--- config.mk ---
export PLATFORM = sky130hd
export DESIGN_NAME = shift_rows_pipe
export DESIGN_NICKNAME = d
export VERILOG_FILES = /design/src/rtl/aes_pkg.sv /design/src/rtl/shift_rows_perm.sv /design/src/rtl/shift_rows_pipe.sv
export SDC_FILE = /design/constraint.sdc
export NUM_CORES = 1
export LEC_CHECK = 0
export CAP_MARGIN = 20
export CORE_MARGIN = 4
export CORE_UTILIZATION = 55
export DETAILED_ROUTE_END_ITERATION = 8
export PLACE_DENSITY = 0.83
export SLEW_MARGIN = 20
export SYNTH_ARGS = -nofsm -noshare
export SYNTH_HDL_FRONTEND = slang
export SYNTH_HIERARCHICAL = 1
export SYNTH_SLANG_ARGS = --single-unit
--- constraint.sdc ---
create_clock -name clk -period 5 [get_ports clk]
set_input_delay 1.25 -clock clk [delete_from_list [all_inputs] [get_ports clk]]
set_output_delay 1.25 -clock clk [all_outputs]
set_load 0.05 [all_outputs]
--- src/rtl/aes_pkg.sv ---
// Shared AES helpers: Rijndael ShiftRows offsets per block width,
// state byte indexing and the occupancy encoding of the skid buffer.
package aes_pkg;

  localparam int SHIFT_NB4_6 [0:3] = '{0, 1, 2, 3};
  localparam int SHIFT_NB8   [0:3] = '{0, 1, 3, 4};

  typedef enum logic [1:0] {
    CNT_EMPTY = 2'd0,
    CNT_ONE   = 2'd1,
    CNT_FULL  = 2'd2
  } cnt_e;

  function automatic int shift_off(input int nb, input int row);
    logic [1:0] r;
    r = row[1:0];
    if (nb == 8) begin
      return SHIFT_NB8[r];
    end else begin
      return SHIFT_NB4_6[r];
    end
  endfunction

  // Byte k of the state is row k%4, column k/4.
  function automatic int idx(input int row, input int col);
    return 4 * col + row;
  endfunction

endpackage

--- src/rtl/shift_rows_perm.sv ---
// Combinational ShiftRows / InvShiftRows byte permutation for an NB-column
// Rijndael state; pure wiring plus one 2:1 mux per byte.
module shift_rows_perm
  import aes_pkg::*;
#(
  parameter int NB = 4
) (
  input  logic [0:32*NB-1] in_state,
  input  logic             inv,
  output logic [0:32*NB-1] out_state
);

  for (genvar c = 0; c < NB; c++) begin : g_col
    for (genvar r = 0; r < 4; r++) begin : g_row
      localparam int SR = shift_off(NB, r);
      localparam int K  = idx(r, c);
      localparam int KF = idx(r, (c + SR) % NB);
      localparam int KI = idx(r, (c - SR + NB) % NB);

      assign out_state[8*K +: 8] = inv ? in_state[8*KI +: 8] : in_state[8*KF +: 8];
    end
  end

endmodule

--- src/rtl/shift_rows_pipe.sv ---
// Registered, valid/ready ShiftRows stage with a 2-entry skid buffer.
// The permutation is applied on accept, so both entries hold finished results.
module shift_rows_pipe
  import aes_pkg::*;
#(
  parameter int NB    = 4,
  parameter int TAG_W = 4
) (
  input  logic              clk,
  input  logic              rst,
  input  logic              in_valid,
  output logic              in_ready,
  input  logic [0:32*NB-1]  in_state,
  input  logic              in_inv,
  input  logic [TAG_W-1:0]  in_tag,
  output logic              out_valid,
  input  logic              out_ready,
  output logic [0:32*NB-1]  out_state,
  output logic              out_inv,
  output logic [TAG_W-1:0]  out_tag
);

  localparam int SW = 32 * NB;

  if (NB != 4 && NB != 6 && NB != 8) begin : g_bad_nb
    $error("shift_rows_pipe: NB must be 4, 6 or 8");
  end

  logic [0:SW-1]      w_perm;
  cnt_e               r_cnt;
  cnt_e               w_cnt_nxt;
  logic               w_acc;
  logic               w_pop;
  logic               w_load_m_in;
  logic               w_load_m_s;
  logic               w_load_s;

  logic [0:SW-1]      r_m_state;
  logic               r_m_inv;
  logic [TAG_W-1:0]   r_m_tag;
  logic [0:SW-1]      r_s_state;
  logic               r_s_inv;
  logic [TAG_W-1:0]   r_s_tag;

  shift_rows_perm #(.NB(NB)) u_perm (
    .in_state  (in_state),
    .inv       (in_inv),
    .out_state (w_perm)
  );

  // in_ready depends only on the occupancy register, never on out_ready.
  assign in_ready  = (r_cnt != CNT_FULL);
  assign out_valid = (r_cnt != CNT_EMPTY);
  assign w_acc     = in_valid & in_ready;
  assign w_pop     = out_valid & out_ready;

  assign out_state = r_m_state;
  assign out_inv   = r_m_inv;
  assign out_tag   = r_m_tag;

  always_ff @(posedge clk) begin
    if (rst) begin
      r_cnt <= CNT_EMPTY;
    end else begin
      r_cnt <= w_cnt_nxt;
    end
  end

  always_comb begin
    w_cnt_nxt   = r_cnt;
    w_load_m_in = 1'b0;
    w_load_m_s  = 1'b0;
    w_load_s    = 1'b0;
    case (r_cnt)
      CNT_EMPTY: begin
        if (w_acc) begin
          w_load_m_in = 1'b1;
          w_cnt_nxt   = CNT_ONE;
        end else begin
          w_cnt_nxt   = CNT_EMPTY;
        end
      end
      CNT_ONE: begin
        if (w_acc && !w_pop) begin
          w_load_s    = 1'b1;
          w_cnt_nxt   = CNT_FULL;
        end else if (w_acc && w_pop) begin
          w_load_m_in = 1'b1;
          w_cnt_nxt   = CNT_ONE;
        end else if (w_pop) begin
          w_cnt_nxt   = CNT_EMPTY;
        end else begin
          w_cnt_nxt   = CNT_ONE;
        end
      end
      CNT_FULL: begin
        if (w_pop) begin
          w_load_m_s  = 1'b1;
          w_cnt_nxt   = CNT_ONE;
        end else begin
          w_cnt_nxt   = CNT_FULL;
        end
      end
      default: begin
        w_cnt_nxt = CNT_EMPTY;
      end
    endcase
  end

  always_ff @(posedge clk) begin
    if (rst) begin
      r_m_state <= '0;
      r_m_inv   <= 1'b0;
      r_m_tag   <= '0;
    end else if (w_load_m_in) begin
      r_m_state <= w_perm;
      r_m_inv   <= in_inv;
      r_m_tag   <= in_tag;
    end else if (w_load_m_s) begin
      r_m_state <= r_s_state;
      r_m_inv   <= r_s_inv;
      r_m_tag   <= r_s_tag;
    end
  end

  always_ff @(posedge clk) begin
    if (rst) begin
      r_s_state <= '0;
      r_s_inv   <= 1'b0;
      r_s_tag   <= '0;
    end else if (w_load_s) begin
      r_s_state <= w_perm;
      r_s_inv   <= in_inv;
      r_s_tag   <= in_tag;
    end
  end

endmodule

==> run_results.csv <==
group,metric,value,unit
worst_setup_path,critPathKind,"reg2out",
power,pwr-share-seq,39.2,%
placement,portBuffers,271,
synth,yosys_register_bits,268,
worst_setup_path,cp.required,3.75,ns
detailed_routing,ant_nets,0,
worst_hold_path,min-delay-path-class,"reg2reg",
floorplanning,chipHeight,172,um
worst_setup_path,critPathLaunch,"r_cnt[0]",
global_routing,grtUsageMet2,44.3,%
worst_setup_path,cp-start-kind,"flop",
timing,final.setup.tns,0,ns
global_routing,top_usage_layer,"met2",
global_routing,grt_pass1_wl,69.0,mm
global_routing,antenna_found_initial,0,
detailed_routing,avgViaCountPerCell,6.26,
power,pwr-share-clk,31.9,%
detailed_routing,drc,0,
global_routing,grt_max_degree,101,
detailed_routing,via_count,13100,
synth,synth-seq-area-share,36.3,%
power,p_comb_share,28.9,%
synth,synthesis.area,14800,um2
clock_network,cts_root_buf,"clkbuf_16",
synth,synth_nets,1804,
synth,ys_types,32,
floorplanning,rows,59,
power,swShare,34.1,%
global_routing,grt_pass1_vias,12900,
placement,dp_hpwl,26.5,mm
clock_network,postCtsSetupRepairBufs,0,
timing,skew,0.00970,ns
global_routing,gr-usage-met1,37.4,%
placement,gp_congestion,0.834,
floorplanning,die_w,172,um
detailed_routing,post_drt_wl_per_cell,21.2,um
timing,fin_crit,3.64,ns
global_routing,grt_use_met3,6.49,%
synth,synthArstFlopShare,0,%
finish,area_growth_syn_to_layout,18.7,%
floorplanning,initial_utilization,56.3,%
clock_network,cts.path.max_buffers,3,
power,ir_drop,0.230,mV
clock_network,insertion_delay,0.53,ns
power,p_leak,6.65,nW
power,intPower,0.00419,W
clock_network,cts_buffers,29,
finish,num_antenna_cells,0,
synth,avgSynthCellArea,8.88,um2
finish,design_area,17600,um2
floorplanning,die_area,29600,um2
clock_network,holdBufCountCts,0,
clock_network,cts_tree,"yes",
outcome,status,"finished clean",
detailed_routing,firstDrtPassIters,5,
worst_setup_path,cp-end-kind,"output port",
worst_hold_path,hp-start,"r_s_state[117]",
global_routing,grt.overflow.total,0,
timing,fmax,275,MHz
worst_setup_path,cp.arrival,2.39,ns
timing,tightest_slew,1.12,ns
timing,rsz0062_at_grt,"no",
synth,synth-edff-count,0,
clock_network,cts_max_level,1,
power,p_sw,0.00217,W
flow_run,maxCapViolations,0,
worst_setup_path,crit_fanout,65,
synth,syn-instance-count,1665,
power,p_per_area,362,nW/um2
finish,drive_above_1_share,16.0,%
clock_network,cts.sinks,268,
finish,num-nets-final,1878,
floorplanning,core-area,26300,um2
synth,synth_warnings,6,
detailed_routing,finalWirelength,44.4,mm
placement,dpl_cell_area,16600,um2
global_routing,grt_usage,28.3,%
synth,ys.flop_type,"dfxtp_1",
timing,setup_violations,0,
worst_setup_path,r2r_start,"r_cnt[0]",
clock_network,cts_resized,0,
timing,slew_viol_final,0,
timing,final_hold_viol_count,0,
floorplanning,ios,272,
timing,slew_headroom,25.1,%
timing,period_share,72.8,%
clock_network,path_clk_slew,0.06,ns
detailed_routing,drt_iter0_drc,1230,
worst max-delay path, stage by stage, from the launching register on:
cell,delay [ns]
dfxtp_4,0.76
nand2b_1,0.24
clkdlybuf4s50_1,0.84
cells in the final DEF, fill, tap and decap left out, types with 2 or more instances in the layout:
master	synthesis	routed
a21oi_1	133	133
and3b_1	134	133
mux2_2	4	4
nand2_1	266	266
nor4_2	70	70
dfxtp_1	268	266
ha_1	2	2
and2_1	2	2
bufinv_16	0	2
dfxtp_4	0	2
buf_4	71	19
clkbuf_1	95	9
mux2_4	61	60
a211oi_2	6	6
clkinv_1	0	4
clkbuf_8	0	2
nor2b_1	2	2
clkdlybuf4s50_1	0	268
clkinv_2	0	5
nor3_2	70	70
a211oi_1	128	128
buf_12	6	5
clkbuf_16	0	29
nor3_1	197	197
nor4_1	63	63
power by group through the flow:
stage          combinational (W)  sequential (W)  clock, W
3_3_place_gp             0.00180         0.00252         0
2_1_floorplan           0.000850         0.00295         0
4_1_cts                  0.00183         0.00249   0.00206
6_report                 0.00184         0.00249   0.00203
3_5_place_dp             0.00182         0.00253         0
5_1_grt                  0.00193         0.00252   0.00216
layer usage:
metal	vias up	share of wire [%]
li1	6113	-
met1	6358	41
met2	529	46
met3	111	8.2
met4	0	4.7
met5	-	0
cell type report:
class / instances / area [um2]
Inverter: 2 / 10.0
Clock buffer: 40 / 787
Timing Repair Buffer: 293 / 2940
Multi-Input combinational cell: 1145 / 7920
Sequential cell: 268 / 5370
Tap cell: 335 / 419
Fill cell: 2085 / 8730
Clock inverter: 11 / 100
cell families (layout without fill, tap and decap cells):
| kind of cell | count (synthesis) | in the layout | share of synthesized area (%) |
|---|---|---|---|
| mux | 66 | 66 | 6.65 |
| compound gates | 268 | 268 | 11.6 |
| fa+ha+maj | 2 | 2 | 0.169 |
| buf+inv | 252 | 346 | 10.3 |
| simple gates | 809 | 809 | 35.1 |
| flops | 268 | 268 | 36.3 |
sequential cells by signal, summed over array words and instances (netlist names):
name       count
out_inv        1
out_state    128
out_tag        4
r_cnt          2
r_s_inv        1
r_s_state    128
r_s_tag        4
Yosys cell counts, types with 5 or more instances:
master	n	share of area, %
nor4_1	63	2.7
buf_12	6	0.81
buf_2	61	2.1
nor4_2	70	5.9
nor3_1	197	6.7
dfxtp_1	268	36
buf_4	71	3.6
clkbuf_1	95	2.4
a211oi_2	6	0.51
nand2_1	266	6.8
and3b_1	134	7.9
buf_6	5	0.38
a211oi_1	128	6.5
a21oi_1	133	4.5
nor3_2	70	4.7
mux2_4	61	6.2
buf_8	8	0.81
final timing paths:
path                                        to  slack (ns)  cells past startpoint
worst max-delay path                  in_ready        1.36                      2
worst min-delay path            r_s_state[117]        0.45                      2
worst max register to register   out_state[20]        1.85                      5
worst min register to register  r_s_state[117]        0.45                      2
through the flow:
| stage | std cells | utilization (%) | power, W | hold slack, ns | setup slack, ns |
|---|---|---|---|---|---|
| after global placement | 2042 | 63.3 | 0.00432 | 0.437 | 1.37 |
| final | 2094 | 66.8 | 0.00636 | 0.448 | 1.36 |
| after CTS | 2093 | 66.7 | 0.00638 | 0.450 | 1.35 |
| after floorplan | 1665 | - | 0.00380 | 0.432 | 2.08 |
| after detailed placement | 2042 | 63.3 | 0.00435 | 0.442 | 1.22 |
| after global routing | 2094 | 66.8 | 0.00661 | 0.464 | 1.26 |
No activity file was read; power rests on OpenSTA's default activity.
